--- src/rtl/sum_accumulator_pkg.sv ---
// Shared FSM encodings and default widths for the sum accumulator slice.
package sum_accumulator_pkg;

  typedef enum logic {
    ACC = 1'b0,
    OUT = 1'b1
  } state_t;

  localparam int DEF_IN_W      = 4;
  localparam int DEF_ACC_W     = 8;
  localparam int DEF_N_SAMPLES = 4;

endpackage

--- src/rtl/sum_accumulator_adder.sv ---
// Ripple-carry adder built from full_adder cells with carry-in tied low.
// Purely combinational, no backpressure.
module full_adder (
  input  logic a,
  input  logic b,
  input  logic cin,
  output logic sum,
  output logic cout
);

  assign sum  = a ^ b ^ cin;
  assign cout = (a & b) | (cin & (a ^ b));

endmodule

module acc_ripple_adder #(
  parameter int W = 8
) (
  input  logic [W-1:0] a,
  input  logic [W-1:0] b,
  output logic [W-1:0] sum,
  output logic         cout
);

  logic [W:0] c;

  assign c[0] = 1'b0;

  for (genvar i = 0; i < W; i++) begin : g_fa
    full_adder u_fa (
      .a    (a[i]),
      .b    (b[i]),
      .cin  (c[i]),
      .sum  (sum[i]),
      .cout (c[i+1])
    );
  end

  assign cout = c[W];

endmodule

--- src/rtl/sum_accumulator.sv ---
// Accumulates N_SAMPLES handshaked sums into a group total with sticky overflow; result valid the
// cycle after the Nth accept, held until out_ready; no input is accepted while a result is pending.
module sum_accumulator
  import sum_accumulator_pkg::*;
#(
  parameter int IN_W      = DEF_IN_W,
  parameter int ACC_W     = DEF_ACC_W,
  parameter int N_SAMPLES = DEF_N_SAMPLES
) (
  input  logic             clk,
  input  logic             rst,
  input  logic             in_valid,
  output logic             in_ready,
  input  logic [IN_W-1:0]  in_sum,
  input  logic             in_clear,
  output logic             out_valid,
  input  logic             out_ready,
  output logic [ACC_W-1:0] out_total,
  output logic             out_ovf
);

  localparam int              CNT_W = $clog2(N_SAMPLES + 1);
  localparam logic [CNT_W-1:0] LAST = CNT_W'(N_SAMPLES - 1);

  state_t           state;
  logic [ACC_W-1:0] acc;
  logic [ACC_W-1:0] sum;
  logic             carry;
  logic             ovf;
  logic [CNT_W-1:0] count;
  logic             accept;

  acc_ripple_adder #(.W(ACC_W)) u_adder (
    .a    (acc),
    .b    (ACC_W'(in_sum)),
    .sum  (sum),
    .cout (carry)
  );

  // Held low while rst is asserted so upstream never sees a ready during reset.
  assign in_ready = (state == ACC) && !rst;
  assign accept   = in_valid && in_ready;

  always_ff @(posedge clk or posedge rst) begin
    if (rst) begin
      state     <= ACC;
      acc       <= '0;
      count     <= '0;
      ovf       <= 1'b0;
      out_valid <= 1'b0;
      out_total <= '0;
      out_ovf   <= 1'b0;
    end else if (in_clear) begin
      state     <= ACC;
      acc       <= '0;
      count     <= '0;
      ovf       <= 1'b0;
      out_valid <= 1'b0;
    end else begin
      case (state)
        ACC: begin
          if (accept) begin
            if (count == LAST) begin
              out_total <= sum;
              out_ovf   <= ovf | carry;
              out_valid <= 1'b1;
              acc       <= '0;
              count     <= '0;
              ovf       <= 1'b0;
              state     <= OUT;
            end else begin
              acc   <= sum;
              ovf   <= ovf | carry;
              count <= count + CNT_W'(1);
            end
          end
        end
        OUT: begin
          if (out_ready) begin
            out_valid <= 1'b0;
            state     <= ACC;
          end
        end
        default: state <= ACC;
      endcase
    end
  end

endmodule
--- config.mk ---
export PLATFORM = sky130hd
export DESIGN_NAME = sum_accumulator
export DESIGN_NICKNAME = d
export VERILOG_FILES = /design/src/rtl/sum_accumulator_pkg.sv /design/src/rtl/sum_accumulator_adder.sv /design/src/rtl/sum_accumulator.sv
export SDC_FILE = /design/constraint.sdc
export NUM_CORES = 1
export LEC_CHECK = 0
export CAP_MARGIN = 30
export CELL_PAD_IN_SITES_DETAIL_PLACEMENT = 1
export CELL_PAD_IN_SITES_GLOBAL_PLACEMENT = 2
export CORE_ASPECT_RATIO = 0.75
export CORE_UTILIZATION = 31
export DETAILED_ROUTE_END_ITERATION = 10
export GPL_ROUTABILITY_DRIVEN = 0
export PLACE_DENSITY = 0.8
export SLEW_MARGIN = 30
export SYNTH_ARGS = -nofsm -noshare
export SYNTH_HDL_FRONTEND = slang
export SYNTH_SLANG_ARGS = --single-unit
--- constraint.sdc ---
create_clock -name clk -period 2.5 [get_ports clk]
set_clock_uncertainty 0.15 [all_clocks]
set_input_delay 0.5 -clock clk [delete_from_list [all_inputs] [get_ports clk]]
set_output_delay 0.5 -clock clk [all_outputs]
set_load 0.01 [all_outputs]
==> metrics.txt <==
antenna violations before repair 0; clock-pin transition on the worst setup and hold timing paths 0.09 ns; worst reg2reg path depth 11; max-cap viol count 0; Routed WL 2210 um; site row count 18; area of the multi-input gates 526 sq um; crit-path cells ha_4 -> inv_2 -> fa_2 -> fa_2 -> inv_2 -> fa_2 -> ha_4 -> ha_4 -> ha_4 -> ha_4 -> mux2_4; Placed Area 0.00143 sq mm; Sequential Power Share 54.2%; Post-Syn Nets 100; FF-to-FF Start acc[0]$_DFFE_PP0P_; Tot Pwr 716 uW; first-pass GRT wire length 3730 um; Initial Util 32.7%; gr ovfl total 0; Area Growth Syn to Fin 36.3%; Post-Layout Inst Area 0.00148 sq mm; setup violators final 2; layout cell share with drive strength beyond 1 30.9%; most frequent cells in the layout dfrtp_1, clkdlybuf4s50_1, inv_1, a22o_1, buf_4; vias in the first global route 741; syn_area_per_cell 13.2 sq um; filler cell count in the final layout 343; drt wl/cell 14.7 um; Data required, critical path 2.51 ns; CP max FO 2; drt pass-1 iters 4; final worst-path cycle share 104%; largest net degree at the start of global routing 24; hold depth 1; switching share of power 24.7%; Netlist cell types 23; PortBufs 19; gr usage total 13.7%; hold crit path type flop to flop; post-DR vias/cell 4.93; Longest Clk Path Bufs 2; Hold Path End acc[2]$_DFFE_PP0P_; Final Hold Viols 0; total CTS buffers 3; RSZ-0062 raised after global routing true; crit-path most repeated cell ha_4; slowest stage cell, crit path dfrtp_1; R2R Path End out_total[7]$_DFFE_PP0P_; Die H 53.2 um; slew margin rel. 67.6%; largest stage delay on the critical path 0.42 ns; failing checks setup timing; Reg area 576 sq um; sequential-to-total area share from yosys stat 53.2%; slack of the worst reg-to-reg path -0.11 ns; Worst EP arrival 2.62 ns; post-DP HPWL 1640 um; die width 70.2 um; vias post-DR 739; Ys Warns 0; Clock power frac 33.5%; CTS Hold Bufs 0; Core Area 0.00331 sq mm; worst skew pair latency 0.27 ns; Pleak 0.724 nW; Post-Layout Cell Count 150; DRC errors left 0; Logic pwr share 12.3%; #FFs+latches synth 23; placed cells 145; FMAX 384 MHz; Die ar. 0.00373 sq mm; minimum clock period 2.61 ns; CTS tree done; outcome complete, but fails checks; commonest non-fill, non-tap cell in the layout dfrtp_1; final worst slack -0.107 ns; post-route ant nets 0; Cell Pwr Density 485 mW/mm^2; Final nets 129; DR iter-0 viols 28; clk sinks 23; Tightest Pin Transition 0.486 ns; Final Max Slew Viols 0; Peak VDD IR 0.319 mV; Clock Tree Root clkbuf_8; cells after synthesis 82; Critical Path Source Type flop; H-tree levels 1; Setup Crit Path Kind flop to flop; I/O pin cnt 20; post-synthesis instance area 0.00108 sq mm; internal power 539 uW; nature of the critical path endpoint flop; ant diodes 0; Hold Crit Start acc[2]$_DFFE_PP0P_; Switch Pwr 177 uW
-- critical path: cells and delay by family (launching register included) --
family / cells / cell delay [ns]
mux: 1 / 0.26
fa+ha+maj: 8 / 1.58
flops: 1 / 0.42
buf+inv: 2 / 0.08
-- kinds of logic (layout without fill, tap and decap cells) --
family                   count (synthesis)  after routing  share of synthesized area, %
AO/OA/AOI/OAI                           13             13                          10.5
AND/OR/NAND/NOR                         14             14                          6.71
buffers and inverters                   13             41                          5.32
multiplexers                            10             10                          11.8
adder cells (fa/ha/maj)                  9              9                          12.5
flip-flops                              23             23                          53.2
-- area by class of cell --
| cell class | instances | share of cell area [%] |
|---|---|---|
| flip-flops and latches | 23 | 39.0 |
| multi-input cells | 46 | 35.6 |
| clock buffers | 3 | 2.80 |
| inverters | 11 | 2.80 |
| repair buffers | 26 | 16.0 |
| clock inverters | 1 | 0.339 |
| well taps | 40 | 3.39 |
-- repair_timing --
action,CTS,global route
pin swaps,7,6
endpoints found under the setup margin,11,6
resized for setup,5,1
setup buffers,1,0
-- flip-flops by register name, indices dropped and copies added, names as in the netlist --
register   cells
out_valid      1
ovf            1
count          3
acc            8
state          1
out_ovf        1
out_total      8
-- through the flow --
step	setup slack, ns	utilization [%]	hold WS (ns)	setup TNS, ns
6_report	-0.107	44.6	0.346	-0.158
3_3_place_gp	-0.723	43.0	0.325	-5.66
3_5_place_dp	-0.754	43.0	0.330	-5.97
2_1_floorplan	-0.183	-	0.306	-0.314
5_1_grt	-0.188	44.6	0.371	-0.406
4_1_cts	-0.185	44.5	0.349	-0.345
-- synth_stat cells, drive strengths merged --
| cell | count | area, sq um |
|---|---|---|
| a31oi | 1 | 6.26 |
| inv | 11 | 41.3 |
| nor2 | 4 | 15.0 |
| buf | 2 | 16.3 |
| nor3 | 1 | 10.0 |
| o2bb2ai | 2 | 17.5 |
| mux2i | 3 | 30.0 |
| ha | 6 | 75.1 |
| nand3b | 1 | 7.51 |
| nand4 | 1 | 6.26 |
| and3 | 1 | 7.51 |
| nand3 | 1 | 5.00 |
| a21oi | 1 | 8.76 |
| mux2 | 7 | 97.6 |
| fa | 3 | 60.1 |
| nand2 | 4 | 15.0 |
| dfrtp | 23 | 576 |
| a311oi | 1 | 8.76 |
| nand2b | 1 | 6.26 |
| a41o | 1 | 11.3 |
| a22o | 7 | 61.3 |
-- power by group through the flow --
stage | clock (mW) | sequential, mW | combinational, mW
finish | 0.240 | 0.388 | 0.0880
global route | 0.257 | 0.390 | 0.0992
CTS | 0.244 | 0.388 | 0.0902
detailed placement | 0 | 0.395 | 0.0897
global placement | 0 | 0.395 | 0.0867
floorplan | 0 | 0.396 | 0.0449
-- how the worst max path moves through the flow --
| stage | start | end | slack (ns) | cells after the start |
|---|---|---|---|---|
| global route | acc[0]$_DFFE_PP0P_ | out_total[7]$_DFFE_PP0P_ | -0.19 | 11 |
| finish | acc[0]$_DFFE_PP0P_ | out_total[7]$_DFFE_PP0P_ | -0.11 | 11 |
| global placement | in_sum[0] | out_total[7]$_DFFE_PP0P_ | -0.72 | 12 |
| detailed placement | in_sum[0] | out_total[7]$_DFFE_PP0P_ | -0.75 | 12 |
| floorplan | in_sum[0] | out_total[7]$_DFFE_PP0P_ | -0.18 | 11 |
| CTS | acc[0]$_DFFE_PP0P_ | out_total[7]$_DFFE_PP0P_ | -0.19 | 11 |
-- metal layers --
layer  track usage, %  vias up  part of all wire, %
met1             18.5      382                   50
met5                0        -                    0
met4             5.00        0                  1.5
li1                 -      338                    -
met3             4.19        4                  3.9
met2             20.6       15                   44
No activity file was read; power rests on OpenSTA's default activity.
==> RTL change, RTL diff (config.mk and constraints unchanged) <==
Put one more register stage on the output `out_ovf`, without a reset. The value now appears one clock later. The other outputs are not delayed to match.
--- a/src/rtl/sum_accumulator.sv
+++ b/src/rtl/sum_accumulator.sv
@@ -23,2 +23,4 @@
   localparam logic [CNT_W-1:0] LAST = CNT_W'(N_SAMPLES - 1);
+
+  logic out_ovf_s0;
 
@@ -51,3 +53,3 @@
       out_total <= '0;
-      out_ovf   <= 1'b0;
+      out_ovf_s0 <= 1'b0;
     end else if (in_clear) begin
@@ -64,3 +66,3 @@
               out_total <= sum;
-              out_ovf   <= ovf | carry;
+              out_ovf_s0 <= ovf | carry;
               out_valid <= 1'b1;
@@ -88,2 +90,6 @@
 
+  always_ff @(posedge clk) begin
+    out_ovf <= out_ovf_s0;
+  end
+
 endmodule
Formal check against the unedited RTL: same outputs for any inputs over 10 cycles, from zero or initial values and one cycle with rst high; that may be too few to reach the edited logic, so the function may still have changed.
==> RTL change against the unedited design <==
The flow still finishes with violations (setup timing). Sequential cell count rose by 1. Non-clock buffer count did not move. Combinational power rose by 0.6%. Cell area rose by 1.9%. Clock power rose by 9.6%. Synthesized area rose by 1.6%. Worst setup slack got worse by 0.011 ns. Routed wire length rose by 1.5%. Total power rose by 5.7%. Critical path type unchanged. Highest routed layer unchanged.
==> RTL change: results (changes against the unedited design) <==
* Outcome: finished, violations left
* Failing checks: setup timing
* Htree depth at 1 (unchanged)
* Layout cells sized above 1 at 30.9% (unchanged)
* Synth Warn # at 0 (unchanged)
* Root Driver: clkbuf_8
* Max Slew Vio Count at 0 (unchanged)
* FFs w/ async S/R, synth at 95.8% (-4.2 points)
* First-pass GRT wire length at 3910 um (+4.6%)
* Register area share after synthesis at 54.2% (+0.97 points)
* Routed vias/inst at 4.96 (+0.68%)
* Syn_nets at 100 (unchanged)
* Clock Tree Buf Depth at 2 (unchanged)
* Fillcell total at 357 (+4.1%)
* Pin count of the biggest net entering global routing at 24 (unchanged)
* Slew @ Worst Pin at 0.486 ns (+0.000334 ns)
* Hold Path Sink: out_ovf$_DFF_P_
* Clock Latency Late Sink at 0.27 ns (about the same)
* Setup-failing EPs final at 2 (unchanged)
* Area contributors post-synth: dfrtp_1 (52%), ha_1 (6.8%), mux2_4 (6.8%), a22o_1 (5.6%), fa_1 (5.5%)
* Worst Hold Launch: out_ovf_s0$_DFFE_PP0P_
* Vias in the first global route at 793 (+7.0%)
* Max incr delay on CP at 0.40 ns (-0.02 ns)
* PnR worst setup slack at -0.118 ns (-0.0106 ns)
* Reg2Reg Depth at 11 (unchanged)
* Antenna violations before repair at 0 (unchanged)
* Worst r2r dst: out_total[7]$_DFFE_PP0P_
* Total CTS buffers at 3 (unchanged)
* Top flop regs: acc x8, out_total x8, count x3
* Setup TNS at -0.150 ns (+0.00746 ns)
* Post-synthesis compound-gate area fraction at 11.1% (+0.63 points)
* Antenna cell count at 0 (unchanged)
* Final hold slack at 0.227 ns (-0.119 ns)
* Post-detail-place hpwl at 1650 um (+0.85%)
* Post-Synth XOR/XNOR Area at 0% (unchanged)
* DRT Wirelength at 2250 um (+1.5%)
* Post-Synth Adder-Cell Area at 12.3% (-0.20 points)
* Hold Path Depth at 0 (-1)
* Worst hold path type: flip-flop to flip-flop
* Count of cell types in the netlist at 24 (+4.3%)
* CP max stage cell: dfrtp_1
* Worst Path Max Fanout at 2 (unchanged)
* Reg2reg start: acc[0]$_DFFE_PP0P_
* Drt initial violations at 28 (unchanged)
* Total track usage at 14.0% (+0.32 points)
* Clk slew on worst S/H paths at 0.09 ns (about the same)
* Mux contribution to synthesized area at 11.6% (-0.19 points)
* DR pass1 iterations at 5 (+1)
* Critical Path AT at 2.62 ns (about the same)
* Number of port buffers at 19 (unchanged)
* Worst ir drop on vdd at 0.000287 V (-9.8%)
* Synth top cells by count: dfrtp_1 (23), inv_1 (12), a22o_1 (7)
* Pleak at 0.728 nW (+0.44%)
* Final net count at 129 (unchanged)
## RTL change: cell count changes after synthesis
cell / unedited run / this run
a221oi_1: 0 / 1
dfxtp_1: 0 / 1
nand3b_1: 1 / 0
nand2_1: 4 / 2
inv_1: 11 / 12
## RTL change: logic make-up after synthesis
| kind of cell | Yosys count |
|---|---|
| AOI/OAI and AO/OA | 14 |
| adders and majority gates | 9 |
| buffers and inverters | 14 |
| DFF | 24 |
| muxes | 10 |
| and+or+nand+nor | 11 |
## RTL change: worst max path at each step
stage                                   from                       end  slack (ns)  cells past startpoint
after floorplan                    in_sum[0]  out_total[7]$_DFFE_PP0P_       -0.18                     11
after global placement             in_sum[0]  out_total[7]$_DFFE_PP0P_       -0.72                     12
after detailed placement           in_sum[0]  out_total[7]$_DFFE_PP0P_       -0.76                     12
after CTS                 acc[0]$_DFFE_PP0P_  out_total[7]$_DFFE_PP0P_       -0.23                     11
after global routing      acc[0]$_DFFE_PP0P_  out_total[7]$_DFFE_PP0P_       -0.20                     11
final                     acc[0]$_DFFE_PP0P_  out_total[7]$_DFFE_PP0P_       -0.12                     11
## RTL change: metrics by stage
| step | power, mW | instance area, sq um | worst slack (ns) | utilization [%] | cells |
|---|---|---|---|---|---|
| 6_report | 0.757 | 1500 | -0.118 | 45.1 | 150 |
| 5_1_grt | 0.795 | 1500 | -0.197 | 45.1 | 150 |
| 4_1_cts | 0.774 | 1500 | -0.225 | 44.9 | 150 |
| 3_5_place_dp | 0.504 | 1440 | -0.763 | 43.2 | 145 |
| 3_3_place_gp | 0.499 | 1440 | -0.722 | 43.2 | 145 |
| 2_1_floorplan | 0.457 | 1170 | -0.183 | - | 82 |
## RTL change: cell type report
type | instances | share of cell area, %
Inverter | 12 | 3.00
Clock buffer | 4 | 3.66
Sequential cell | 24 | 39.6
Tap cell | 40 | 3.33
Timing Repair Buffer | 26 | 15.7
Multi-Input combinational cell | 44 | 34.6
## RTL change: critical path: cells and delay by family, from the launching register on
kind / cells / cell delay [ns]
adder cells (fa/ha/maj): 8 / 1.58
flip-flops: 1 / 0.40
buffers and inverters: 2 / 0.09
multiplexers: 1 / 0.26
## RTL change: what timing repair did
action,CTS,global route
setup endpoints to repair,12,7
resized for setup,6,1
hold buffers,0,0
buffers inserted,1,0
pin swaps,7,6
## RTL change: where the power goes
group	leakage [nW]	internal (mW)	switching (mW)
sequential	0.312	0.398	0.00671
combinational	0.387	0.0452	0.0433
clock	0.0288	0.141	0.122
## RTL change: layer usage
metal	vias to the layer above	wire (um)	track usage, %
li1	343	-	-
met5	-	0	0
met2	16	1090	22.8
met4	0	17	3.00
met1	381	1040	18.3
met3	4	102	4.87
